## config.mk

```make
export PLATFORM = sky130hd
export DESIGN_NAME = um_cfg_loader
export DESIGN_NICKNAME = d
export VERILOG_FILES = /design/src/rtl/um_cfg_loader.sv
export SDC_FILE = /design/constraint.sdc
export NUM_CORES = 1
export LEC_CHECK = 0
export BUFFER_PORTS_ARGS = -buffer_cell sky130_fd_sc_hd__buf_4
export CAP_MARGIN = 30
export CORE_MARGIN = 2
export CORE_UTILIZATION = 40
export DETAILED_ROUTE_END_ITERATION = 12
export GPL_ROUTABILITY_DRIVEN = 0
export PLACE_DENSITY = 0.74
export SLEW_MARGIN = 20
export SYNTH_ARGS = -nofsm -noshare
export SYNTH_HDL_FRONTEND = slang
export SYNTH_SLANG_ARGS = --single-unit
```

## constraint.sdc

```tcl
create_clock -name clk -period 8.36 [get_ports clk]
set_clock_uncertainty 0.2 [all_clocks]
set_input_delay 1.672 -clock clk [delete_from_list [all_inputs] [get_ports clk]]
set_output_delay 1.672 -clock clk [all_outputs]
set_load 0.03 [all_outputs]
```

## src/rtl/um_cfg_loader.sv

```systemverilog
// Configuration sequencer for um_for_cpu: emits conf_sel=1, a ROM-streamed program packet, then conf_sel=0.
// Live words are forwarded 1 cycle late when idle; there is no backpressure, and live packets are dropped while configuring.
module um_cfg_loader #(
  parameter int PROG_WORDS = 10000,
  parameter int ADDR_W     = 16,
  parameter int GAP_CYCLES = 128
) (
  input  logic              clk,
  input  logic              rst,
  input  logic              start,
  output logic              busy,
  output logic              done,
  input  logic              pkt_in_valid,
  input  logic [133:0]      pkt_in_data,
  output logic              pkt_out_valid,
  output logic [133:0]      pkt_out_data,
  output logic              rom_rden,
  output logic [ADDR_W-1:0] rom_addr,
  input  logic [31:0]       rom_rdata,
  output logic [15:0]       drop_cnt
);

  localparam int GW = $clog2(GAP_CYCLES) + 1;
  localparam int CW = (ADDR_W + 1 > GW) ? ADDR_W + 1 : GW;

  localparam logic [CW-1:0] LAST_SEL  = CW'(3);
  localparam logic [CW-1:0] LAST_GAP  = CW'(GAP_CYCLES - 1);
  localparam logic [CW-1:0] LAST_WORD = CW'(PROG_WORDS - 1);

  localparam logic [127:0] WR_SEL   = 128'h1111_2222_3333_4444_5555_6666_9001_0000;
  localparam logic [127:0] WR_PROGM = 128'h1111_2222_3333_4444_5555_6666_9003_0000;

  localparam logic [1:0] TAG_HEAD = 2'b01;
  localparam logic [1:0] TAG_BODY = 2'b00;
  localparam logic [1:0] TAG_TAIL = 2'b10;

  typedef enum logic [3:0] {
    S_IDLE,
    S_WAIT_IDLE,
    S_SEL1,
    S_GAP1,
    S_PROG_HEAD,
    S_PROG_BODY,
    S_GAP2,
    S_SEL0,
    S_DONE
  } state_t;

  state_t              state_q;
  logic [CW-1:0]       cnt_q;
  logic [CW-1:0]       cnt_inc;
  logic [133:0]        out_q;
  logic                out_vld_q;
  logic                body_q;
  logic                busy_q;
  logic                done_q;
  logic                rden_q;
  logic [ADDR_W-1:0]   addr_q;

  logic                in_pkt_q, in_pkt_d;
  logic                drop_q, drop_d;
  logic [15:0]         drop_cnt_q, drop_cnt_d;

  logic [1:0]          in_tag;
  logic                live_head;
  logic                live_open;
  logic                live_end;
  logic                passthru;
  logic                fwd;
  logic                wait_exit;

  function automatic logic [133:0] sel_word(input logic [1:0] k, input logic conf);
    case (k)
      2'd0:    return {TAG_HEAD, 4'hf, WR_SEL};
      2'd1:    return {TAG_BODY, 4'hf, conf ? 128'h1_0000 : 128'h0};
      2'd2:    return {TAG_BODY, 4'hf, 128'h0};
      default: return {TAG_TAIL, 4'hf, 128'h0};
    endcase
  endfunction

  // ROM data is spliced in at the output mux, so the data field stays zero here.
  function automatic logic [133:0] body_word(input logic [CW-1:0] i);
    return {(i == LAST_WORD) ? TAG_TAIL : TAG_BODY, 4'hf, 48'h0, 32'h0, 16'h0, 16'(i), 16'h0};
  endfunction

  assign in_tag    = pkt_in_data[133:132];
  assign live_head = pkt_in_valid & in_tag[0];
  assign live_open = pkt_in_valid & (in_tag == TAG_HEAD);
  assign live_end  = pkt_in_valid & in_tag[1];
  assign passthru  = (state_q == S_IDLE) || (state_q == S_WAIT_IDLE);
  assign fwd       = pkt_in_valid & (~drop_q | live_head);
  assign wait_exit = (state_q == S_WAIT_IDLE) & ~in_pkt_q & ~live_head;
  assign cnt_inc   = cnt_q + CW'(1);

  // A packet opened outside pass-through stays dropped until its tail, even across DONE->IDLE.
  always_comb begin
    in_pkt_d   = in_pkt_q;
    drop_d     = drop_q;
    drop_cnt_d = drop_cnt_q;
    if (live_open) begin
      in_pkt_d = 1'b1;
      drop_d   = ~passthru;
    end else if (live_end) begin
      in_pkt_d = 1'b0;
      drop_d   = 1'b0;
    end
    if (live_head && !passthru && drop_cnt_q != 16'hFFFF) begin
      drop_cnt_d = drop_cnt_q + 16'd1;
    end
  end

  always_ff @(posedge clk or posedge rst) begin
    if (rst) begin
      in_pkt_q   <= 1'b0;
      drop_q     <= 1'b0;
      drop_cnt_q <= 16'h0;
    end else begin
      in_pkt_q   <= in_pkt_d;
      drop_q     <= drop_d;
      drop_cnt_q <= drop_cnt_d;
    end
  end

  always_ff @(posedge clk or posedge rst) begin
    if (rst) begin
      state_q   <= S_IDLE;
      cnt_q     <= '0;
      out_q     <= '0;
      out_vld_q <= 1'b0;
      body_q    <= 1'b0;
      busy_q    <= 1'b0;
      done_q    <= 1'b0;
      rden_q    <= 1'b0;
      addr_q    <= '0;
    end else begin
      out_vld_q <= 1'b0;
      out_q     <= '0;
      body_q    <= 1'b0;
      done_q    <= 1'b0;
      rden_q    <= 1'b0;
      addr_q    <= '0;
      case (state_q)
        S_IDLE: begin
          out_vld_q <= fwd;
          out_q     <= fwd ? pkt_in_data : '0;
          if (start) begin
            state_q <= S_WAIT_IDLE;
            busy_q  <= 1'b1;
          end
        end
        S_WAIT_IDLE: begin
          if (wait_exit) begin
            state_q   <= S_SEL1;
            cnt_q     <= '0;
            out_vld_q <= 1'b1;
            out_q     <= sel_word(2'd0, 1'b1);
          end else begin
            out_vld_q <= fwd;
            out_q     <= fwd ? pkt_in_data : '0;
          end
        end
        S_SEL1: begin
          if (cnt_q == LAST_SEL) begin
            state_q <= S_GAP1;
            cnt_q   <= '0;
          end else begin
            cnt_q     <= cnt_inc;
            out_vld_q <= 1'b1;
            out_q     <= sel_word(cnt_inc[1:0], 1'b1);
          end
        end
        S_GAP1: begin
          if (cnt_q == LAST_GAP) begin
            state_q   <= S_PROG_HEAD;
            out_vld_q <= 1'b1;
            out_q     <= {TAG_HEAD, 4'hf, WR_PROGM};
            rden_q    <= 1'b1;
            addr_q    <= '0;
          end else begin
            cnt_q <= cnt_inc;
          end
        end
        S_PROG_HEAD: begin
          state_q   <= S_PROG_BODY;
          cnt_q     <= '0;
          out_vld_q <= 1'b1;
          out_q     <= body_word('0);
          body_q    <= 1'b1;
          if (LAST_WORD != '0) begin
            rden_q <= 1'b1;
            addr_q <= ADDR_W'(1);
          end
        end
        S_PROG_BODY: begin
          if (cnt_q == LAST_WORD) begin
            state_q <= S_GAP2;
            cnt_q   <= '0;
          end else begin
            cnt_q     <= cnt_inc;
            out_vld_q <= 1'b1;
            out_q     <= body_word(cnt_inc);
            body_q    <= 1'b1;
            // Prefetch the word after the one going out next.
            if (cnt_inc != LAST_WORD) begin
              rden_q <= 1'b1;
              addr_q <= ADDR_W'(cnt_q + CW'(2));
            end
          end
        end
        S_GAP2: begin
          if (cnt_q == LAST_GAP) begin
            state_q   <= S_SEL0;
            cnt_q     <= '0;
            out_vld_q <= 1'b1;
            out_q     <= sel_word(2'd0, 1'b0);
          end else begin
            cnt_q <= cnt_inc;
          end
        end
        S_SEL0: begin
          if (cnt_q == LAST_SEL) begin
            state_q <= S_DONE;
            done_q  <= 1'b1;
          end else begin
            cnt_q     <= cnt_inc;
            out_vld_q <= 1'b1;
            out_q     <= sel_word(cnt_inc[1:0], 1'b0);
          end
        end
        S_DONE: begin
          state_q <= S_IDLE;
          busy_q  <= 1'b0;
        end
        default: begin
          state_q <= S_IDLE;
          busy_q  <= 1'b0;
        end
      endcase
    end
  end

  assign pkt_out_valid = out_vld_q;
  assign pkt_out_data  = {out_q[133:80], body_q ? rom_rdata : out_q[79:48], out_q[47:0]};
  assign busy          = busy_q;
  assign done          = done_q;
  assign rom_rden      = rden_q;
  assign rom_addr      = addr_q;
  assign drop_cnt      = drop_cnt_q;

endmodule
```

Yosys cells after proc, flatten, opt, wreduce, memory -nomap -nowiden
Index checks and enable logic that the tools add are counted.
Widths: inputs -> output; s select.
{"block": "totals", "word_cells": 113, "register_bits": 194}
{"block": "op_classes", "addsub": 3, "n_reduce_logical": 15, "eq_ne": 25, "bitwise_logic": 12, "n_mux": 46}
{"op": "$pmux 134 s8", "count": 1}
{"op": "$mux 134", "count": 5}
{"op": "$pmux 134 s3", "count": 1}
{"op": "$pmux 134 s2", "count": 1}
{"op": "$mux 133", "count": 2}
{"op": "$pmux 17 s7", "count": 1}
{"op": "$mux 17", "count": 6}
{"op": "$eq 17x14->1 const B", "count": 2}
{"op": "$mux 16", "count": 2}
{"op": "$mux 32", "count": 1}
{"op": "$pmux 16 s2", "count": 1}
{"op": "$pmux 4 s8", "count": 1}
{"op": "$mux 4", "count": 7}
{"op": "$ne 2x2->1 const B", "count": 9}
{"op": "$add 17x1->17 const B", "count": 1}
{"op": "$eq 17x2->1 const B", "count": 1}
{"op": "$eq 17x7->1 const B", "count": 1}
{"op": "$ne 17x14->1 const B", "count": 1}
{"op": "$add 16x1->16 const B", "count": 1}
{"op": "$add 16x2->16 const B", "count": 1}
{"op": "$eq 4x3->1 const B", "count": 4}
{"op": "$ne 16x16->1 const B", "count": 1}
{"op": "$mux 1", "count": 12}
{"op": "$eq 4x2->1 const B", "count": 2}
{"op": "22 further kinds", "count": 36}

Logic depth before layout (Yosys ltp)
Gate-level depths: netlist of the first run.
{"block": "depth", "word_depth": 6, "mapped_depth": 9, "mapped_depth_nobuf": 7}

Least setup slack after synthesis of the first run
Ideal clock, no wire load.
{"block": "synth_path", "kind": "input -> output", "startpoint": "input rom_rdata[0]", "endpoint": "output pkt_out_data[48]", "t_arrival_ps": 2004, "slack_ps": 4484, "stages": 1, "cell_sequence": "mux2_2"}
{"block": "synth_between", "elab_chain_len": 1}
{"element": "start, declared", "line": "19", "text": "input logic [31:0] rom_rdata,"}
{"element": "$mux 32", "line": "243", "text": "assign pkt_out_data = {out_q[133:80], body_q ? rom_rdata : out_q[79:48], out_q[47:0]};"}
{"element": "end, declared", "line": "16", "text": "output logic [133:0] pkt_out_data,"}
Every way passes these cells.

Worst setup path in the final report of the first run
{"block": "layout_path", "startpoint": "input rom_rdata[17]", "endpoint": "output pkt_out_data[65]"}
Same word-level chain as after synthesis.

==> impl_metrics.yaml, run 1 <==
logic_synthesis:
  seq_area_frac_synth: 0.534
  syn_area_per_cell_sq_um: 11.1
  synth_compound_area_frac: 0.0986
  yosys.area_share.simple: 0.160
  synth_area_sq_um: 9090
  synth_edf_count: 0
  syn_inst: 818
  synthXorXnorAreaFrac: 0.0414
  synth_top_family_by_area: "simple AND/OR/NAND/NOR gates"
  synth-seq-cells: 194
  ys_types: 65
  syn_nets: 993
  yosysTopAreaCell: "dfrtp_1"
  synth_warnings: 0
  synthFlopType: "dfrtp_1"
  synth_top_area_frac: 0.534
  synth_mux_area_frac: 0.0453
  ys_async_sr_fraction: 1.00
  synthAdderAreaFrac: 0.00688
  synth_area_leaders: "dfrtp_1, buf_4, and2_1"
final_layout:
  final_common_cell: "buf_4"
  layout.cells.non_filler: 1333
  diodes: 0
  layout_common_cells: "buf_4, dfrtp_1, and2_1"
  post-route-util: 0.519
  area_delta_synth_final_pct: 28.5
  fin_area_sq_um: 11700
  num-nets-final: 1210
  drive_gt1_frac: 0.417
place:
  placed_area_sq_um: 11100
  post-place-ws_ns: 4.25
  hpwl_um: 17900
  place_inst: 1299
  place.port_buffers: 339
floorplanning:
  fp.dieW_um: 155
  fp-row-count: 55
  die_area_sq_um: 23900
  die_h_um: 155
  fp.coreArea_sq_um: 22500
  initial_core_util: 0.404
  ios: 340
sta:
  setup_viol: 0
  hold_violations: 0
  timing.final.crit_share: 0.494
  fmax_mhz: 242
  slew_viol_final: 0
  post-route-min-period_ns: 4.13
  holdWs_ns: 0.288
  setup_ws_ns: 4.23
  slew-limit-headroom: 0.441
  worstMarginPinSlew_ns: 0.837
  setup_tns_ns: 0
  rsz0062_at_grt: "no"
clock_tree:
  clkTransAtPathRegs_ns: 0.07
  cts_root_buf: "clkbuf_16"
  cts_setup_buffers: 0
  cts_resized: 0
  clockBufferDepth: 2
  numCtsBuffers: 17
  hold_buffers: 0
  clock_sinks: 194
  ctsHtreeMaxLevel: 4
  cts_tree: "done"
  clk_latency_ns: 0.42
detailed_routing:
  ant_nets: 0
  drc: 0
  wire_per_inst_um: 18.9
  totalWireLength_um: 25200
  avgViaCountPerCell: 5.03
  drtIter0Drc: 465
  first_pass_iters: 5
  vias: 6699
min_path:
  min-delay-path-class: "reg -> reg"
worst_setup_path:
  critical_path_required_ns: 6.49
  r2r_slack_ns: 4.80
  crit_arrival_ns: 2.25
  crit_type: "in -> out"
  crit_path_start_kind: "input pin"
  path_max_fanout: 1
  end_kind: "primary output"
grt:
  overflow: 0
  track_usage: 0.205
  grt_pass1_vias: 6436
  grt_pass1_wl_um: 37600
  grt_antenna_before_repair: 0
  grt_max_degree: 118
pwr:
  power_density_nw_per_um2: 164
  total_power_mw: 1.92
  p_leak_nw: 6.23
  peakVddDrop_v: 0.000197
job:
  cap_violations: 0
run_status:
  status: "completed"
-- synth_stat cells, types with 3 or more instances --
cell      number
buf_2         14
nor4_1         4
nor2_1        48
a221o_1        3
clkbuf_1      19
or3_1          5
nand4_1       10
and3_2         3
and3_1        10
mux2i_1        4
nor4b_1        3
o21ai_0       30
mux2_2        33
a31oi_1        5
ha_1           5
nand2_1       50
inv_1          8
buf_1          4
nand2b_1       3
nor3_1        10
nand3_1       13
and2_1        78
and4_1         5
nor3_2         3
buf_6          3
nor2b_1        3
a21o_1        43
xnor2_1       25
a21oi_1        7
buf_4        108
xor2_1        18
dfrtp_1      194
a22o_1         8
-- cell families (layout without fill, tap and decap cells) --
kind of cell             after synthesis  in the layout
AO/OA/AOI/OAI                        122            122
XOR/XNOR                              43             43
adder cells (fa/ha/maj)                5              5
buffers and inverters                156            386
flip-flops                           194            194
multiplexers                          37             37
AND/OR/NAND/NOR                      261            261
-- area by class of cell --
class	instances	area (sq um)
clock buffer	19	453
clock inverter	13	118
fill	1992	10800
inverter	8	37.5
multi-input combinational	468	3220
sequential	194	4850
tap	285	357
timing repair buffer	346	2640
-- where the power goes --
group          internal [mW]  switching [mW]
registers              0.952          0.0213
logic                 0.0815          0.0743
clock network          0.409           0.382
-- worst paths after layout --
check                      depth (start not counted)          start               end
min in group asynchronous                          2            rst          out_q[7]
hold reg to reg                                    2         drop_q            drop_q
setup / recovery                                   3  rom_rdata[17]  pkt_out_data[65]
setup reg to reg                                   6       cnt_q[0]          cnt_q[7]
max in group asynchronous                          4            rst        out_q[105]
hold / removal                                     2         drop_q            drop_q
-- state kept, by name, indices dropped and copies added (netlist names) --
signal,cells
pkt_out_valid,1
done,1
rom_addr,16
out_q,134
rom_rden,1
cnt_q,17
body_q,1
drop_cnt,16
busy,1
in_pkt_q,1
state_q,4
drop_q,1
-- routing by layer --
layer,global-route usage,part of all wire
met5,0,0
met4,0.0516,0.019
met3,0.0375,0.055
met2,0.357,0.51
met1,0.265,0.41
-- worst max-delay path: stages --
cell and delay [ns]:
buf_4 0.10, mux2_2 0.30, buf_4 0.18
(Power assumes the default switching activity.)
==> run 2, diff against run 1 <==
Settings changed: ABC_AREA set to 1, PLACE_DENSITY 0.74 to 0.76.
Clock period 8.36 ns to 3.7 ns, I/O delays scaled along.
==> run 2 against run 1 <==
Clock power rose by 130%. Synthesized cell count grew 29%. Worst setup slack lost 3.5 ns. Register-to-register slack lost 3.8 ns. Count of clock-buffer cells in the layout unchanged. Non-clock buffer count unchanged. First-iteration DRC count grew 95%. Core utilization is 0.21 points higher. Sequential cell count did not move. Critical path depth shrank 1. Critical path type is now reg -> out. Largest cell class unchanged.
==> impl_metrics.yaml, run 2 <==
run_status:
  status: "completed"
sta:
  slew_viol_final: 0
  post-route-min-period_ns: 2.97
  rsz0062_at_grt: "no"
  worstMarginPinSlew_ns: 0.895
  fmax_mhz: 337
  setup_tns_ns: 0
  holdWs_ns: 0.252
  timing.final.crit_share: 0.802
  slew-limit-headroom: 0.403
  hold_violations: 0
  setup_viol: 0
logic_synthesis:
  synth-seq-cells: 194
  synth_top_area_frac: 0.507
  synth_area_leaders: "dfrtp_1, nand2_1, buf_4"
  syn_nets: 1234
  synth_area_sq_um: 9570
  synth_commonest_cells: "nand2_1, dfrtp_1, nor2_1"
  syn_area_per_cell_sq_um: 9.04
  synth_warnings: 0
  yosysMostFrequentCell: "nand2_1"
  syn_inst: 1059
  seq_area_frac_synth: 0.507
  synth_edf_count: 0
  synthFlopType: "dfrtp_1"
  ys_types: 45
  yosysTopAreaCell: "dfrtp_1"
  ys_async_sr_fraction: 1.00
detailed_routing:
  avgViaCountPerCell: 4.96
  totalWireLength_um: 28200
  drtIter0Drc: 908
  wire_per_inst_um: 17.5
  ant_nets: 0
  vias: 8011
  first_pass_iters: 6
  drc: 0
clock_tree:
  clock_sinks: 194
  hold_buffers: 0
  cts_root_buf: "clkbuf_16"
  numCtsBuffers: 17
  clockBufferDepth: 2
  clkTransAtPathRegs_ns: 0.07
  cts_tree: "done"
  clk_latency_ns: 0.44
  ctsHtreeMaxLevel: 4
  cts_resized: 0
  cts_setup_buffers: 0
floorplanning:
  fp.coreArea_sq_um: 23500
  ios: 340
  fp-row-count: 56
  fp.dieW_um: 159
  die_area_sq_um: 25200
  initial_core_util: 0.408
  die_h_um: 159
grt:
  grt_antenna_before_repair: 2
  busiest_layer: "met2"
  overflow: 0
  grt_pass1_wl_um: 41500
  gr-usage-met3: 0.0386
  track_usage: 0.217
  grt_max_degree: 109
  grt_use_met1: 0.276
  grt_pass1_vias: 7554
  grtUsageMet2: 0.362
final_layout:
  layout_common_cells: "buf_4, nand2_1, dfrtp_1"
  top_register: "out_q"
  post-route-util: 0.521
  final_common_cell: "buf_4"
  area_delta_synth_final_pct: 27.8
  n_fill_cell: 2150
  largest_reg_flops: 134
  reg_top3: "out_q x134, cnt_q x17"
  drive_gt1_frac: 0.369
  num-nets-final: 1456
worst_setup_path:
  slowest_stage: "dfrtp_2"
  crit_type: "reg -> out"
  crit_arrival_ns: 2.03
  critical_path_required_ns: 2.76
  crit_path_start_kind: "register"
  path_buf_inv: 1
  path_max_fanout: 32
  cp_top_family: "flip-flops"
  end_kind: "primary output"
  slowest_delay_ns: 0.94
  path_cells: "mux2_2 -> buf_4"
pwr:
  power_density_nw_per_um2: 704
  peakVddDrop_v: 0.000398
  p_leak_nw: 6.51
place:
  place.port_buffers: 339
  hpwl_um: 21000
job:
  cap_violations: 0
min_path:
  min-delay-path-class: "in -> async"
-- run 2: changes by cell type after synthesis, sizes merged, moves of 13 or more --
| cell | delta |
|---|---|
| a21o | -44 |
| xnor2 | -18 |
| inv | +52 |
| nand3 | +87 |
| and3 | -13 |
| and2 | -76 |
| nand2 | +207 |
| nor2 | +103 |
-- run 2: final timing paths --
| kind | startpoint | slack [ns] | depth (start not counted) | to |
|---|---|---|---|---|
| min reg2reg | drop_cnt[12] | 0.32 | 1 | drop_cnt[12] |
| min in group clk | drop_cnt[12] | 0.32 | 1 | drop_cnt[12] |
| max | body_q | 0.73 | 2 | pkt_out_data[79] |
| min | rst | 0.25 | 3 | out_q[71] |
| max in group asynchronous | rst | 2.51 | 3 | body_q |
| max reg2reg | cnt_q[1] | 1.00 | 9 | out_q[124] |
-- run 2: per-stage QoR --
step	cells	total power, mW	worst slack, ns	cell area (sq um)
CTS	1613	8.67	0.719	12200
floorplan	1059	5.80	0.256	9570
finish	1615	8.61	0.733	12200
detailed placement	1581	6.84	0.896	11700
global route	1615	9.08	0.685	12200
global placement	1580	6.76	0.925	11600
-- run 2: logic make-up after synthesis --
logic type      Yosys count  share of synthesized area
compound gates           47                     0.0299
xor+xnor                 25                     0.0229
fa+ha+maj                 5                    0.00654
buf+inv                 205                      0.127
flops                   194                      0.507
mux                      32                     0.0377
simple gates            551                      0.269
-- run 2: layer usage --
layer	part of all wire	wire (um)	up-vias
li1	-	-	3710
met1	0.39	11000	3893
met2	0.50	14100	360
met3	0.076	2140	48
met4	0.034	955	0
met5	0	0	-
-- run 2: final cells by class --
class / instances / area (sq um) / share of cell area
Sequential cell: 194 / 4860 / 0.397
Inverter: 62 / 236 / 0.0193
Antenna cell: 2 / 5.00 / 0.000409
Multi-Input combinational cell: 660 / 3510 / 0.287
Timing Repair Buffer: 346 / 2660 / 0.217
Clock inverter: 13 / 119 / 0.00972
Clock buffer: 19 / 453 / 0.0370
Tap cell: 319 / 399 / 0.0326
-- run 2: worst register-to-register path, delay by kind of cell, from the launching register on --
family / cells / cell delay (ns)
adder cells (fa/ha/maj): 1 / 0.30
AND/OR/NAND/NOR: 6 / 1.22
buffers and inverters: 1 / 0.24
flip-flops: 1 / 0.48
AO/OA/AOI/OAI: 1 / 0.08
-- run 2: power breakdown --
part | switching [mW] | leakage [nW] | total [mW] | internal, mW
sequential | 0.295 | 2.59 | 2.89 | 2.59
clock | 0.888 | 0.275 | 1.81 | 0.924
combinational | 2.54 | 3.65 | 3.91 | 1.37
total | 3.72 | 6.51 | 8.61 | 4.89
==> run 3, diff against run 2 <==
Settings changed: PLACE_DENSITY 0.76 to 0.73.
Clock period 3.7 ns to 3 ns, I/O delays scaled along.
==> run 3 against run 2 <==
Total power increased by 25%. Sequential share of layout area fell by 0.51 points. First-iteration DRC count down 25%. Non-clock buffer count is 9 higher. Final cell count increased by 0.56%. Via count fell by 1.1%. Count of clock-buffer cells in the layout is 1 lower. Register-to-register slack worse by 0.61 ns. Global-route usage increased by 0.34 points. Clock power increased by 29%. Cell area increased by 1.3%. Combinational power increased by 27%.
==> impl_metrics.yaml, run 3 (synthesized netlist as in run 2, its figures left out) <==
final_layout:
  top_register: "out_q"
  drive_gt1_frac: 0.372
  n_fill_cell: 2148
  regArea_sq_um: 4860
  largest_reg_flops: 134
  final_common_cell: "buf_4"
  multi_input_area_sq_um: 3510
  reg_top3: "out_q x134, cnt_q x17"
  layout_common_cells: "buf_4, nand2_1, dfrtp_1"
  area_delta_synth_final_pct: 29.5
  num-nets-final: 1465
pwr:
  p_sw_mw: 4.62
  peakVddDrop_v: 0.000594
  p_clk_frac: 0.217
  p_comb_frac: 0.461
  p_int_mw: 6.15
  p_sw_frac: 0.429
  pwr-share-seq: 0.323
  p_leak_nw: 6.60
  power_density_nw_per_um2: 869
  total_power_mw: 10.8
sta:
  setup_tns_ns: 0
  holdWs_ns: 0.190
  hold_violations: 0
  fmax_mhz: 383
  setup_viol: 0
  slew-limit-headroom: 0.428
  slew_viol_final: 0
  rsz0062_at_grt: "no"
  setup_ws_ns: 0.388
  post-route-min-period_ns: 2.61
  timing.final.crit_share: 0.871
  worstMarginPinSlew_ns: 0.856
min_path:
  hp-start: "pkt_in_data[66]"
  min-delay-path-class: "in -> reg"
detailed_routing:
  avgViaCountPerCell: 4.88
  totalWireLength_um: 28800
  ant_nets: 0
  wire_per_inst_um: 17.7
  vias: 7922
  drtIter0Drc: 683
  first_pass_iters: 5
  drc: 0
worst_setup_path:
  r2r-start: "cnt_q[1]"
  path_max_fanout: 39
  r2r_slack_ns: 0.39
  crit_end: "out_q[124]"
  critical_path_required_ns: 3.05
  crit_type: "reg -> reg"
  reg2reg_to: "out_q[124]"
  crit_path_start_kind: "register"
  rr_worst_depth: 8
  critical_path.startpoint: "cnt_q[1]"
  end_kind: "register"
  crit_arrival_ns: 2.66
clock_tree:
  ctsHtreeMaxLevel: 4
  clk_latency_ns: 0.43
  numCtsBuffers: 17
  clockBufferDepth: 2
  cts_tree: "done"
  cts_root_buf: "clkbuf_16"
  clkTransAtPathRegs_ns: 0.08
  clock_sinks: 194
grt:
  overflow: 0
  track_usage: 0.220
  grt_max_degree: 90
  grt_antenna_before_repair: 3
  grt_pass1_vias: 7682
  grt_pass1_wl_um: 41900
floorplanning:
  fp.dieW_um: 159
  die_h_um: 159
  ios: 340
  die_area_sq_um: 25200
  fp-row-count: 56
  initial_core_util: 0.408
  fp.coreArea_sq_um: 23500
job:
  cap_violations: 0
place:
  post-place-ws_ns: 0.408
  place.port_buffers: 339
  hpwl_um: 21500
run_status:
  status: "completed"
## run 3: changes by cell type in the layout (fill, tap and decap cells not counted), moves of 2 or more
cell / previous run / this run
buf_12: 3 / 9
buf_4: 342 / 345
clkinv_8: 0 / 2
clkinvlp_4: 4 / 2
inv_6: 0 / 2
## run 3: power groups by stage
stage | registers (mW) | logic (mW) | clock network (mW)
floorplan | 3.51 | 3.64 | 0
global placement | 3.51 | 4.94 | 0
detailed placement | 3.53 | 4.98 | 0
CTS | 3.48 | 5.00 | 2.37
global route | 3.54 | 5.33 | 2.48
finish | 3.48 | 4.96 | 2.33
## run 3: area by class of cell
type,instances,area share
clock buffer,18,0.0354
antenna,2,0.000404
sequential,194,0.392
timing repair buffer,355,0.224
tap,319,0.0322
clock inverter,14,0.0135
inverter,62,0.0191
multi-input combinational,660,0.283
## run 3: per-layer routing
metal / global-route usage / vias up / part of all wire
met5: 0 / - / 0
met1: 0.277 / 3798 / 0.40
met3: 0.0498 / 53 / 0.070
met4: 0.0991 / 0 / 0.026
met2: 0.363 / 340 / 0.50
li1: - / 3731 / -
## run 3: how the worst min path moves through the flow
| stage | end | slack (ns) | cells past startpoint |
|---|---|---|---|
| after floorplan | cnt_q[16] | 0.27 | 2 |
| after global placement | drop_q | 0.29 | 2 |
| after detailed placement | drop_q | 0.30 | 2 |
| after CTS | out_q[44] | 0.17 | 3 |
| after global routing | out_q[127] | 0.17 | 3 |
| final | out_q[66] | 0.19 | 3 |
## run 3: per-stage QoR
step / util / cells / cell area (sq um)
6_report: 0.528 / 1624 / 12400
5_1_grt: 0.528 / 1624 / 12400
4_1_cts: 0.528 / 1622 / 12400
3_5_place_dp: 0.501 / 1589 / 11800
3_3_place_gp: 0.501 / 1589 / 11800
2_1_floorplan: - / 1059 / 9570
## run 3: critical path: stages (launching register included)
cell	delay, ns
dfrtp_1	0.48
ha_1	0.31
nand4_1	0.12
nor2_1	0.20
nand2_2	0.13
nand3_1	0.11
nand2_2	0.06
inv_2	0.61
nand3_1	0.18
## run 3: repair_timing
item | 4_1_cts | 5_1_grt
hold buffers | 1 | 0
gates resized for setup | 0 | 0
setup buffers | 0 | 0
endpoints found under the hold margin | 12 | 0
setup endpoints to repair | 0 | 0
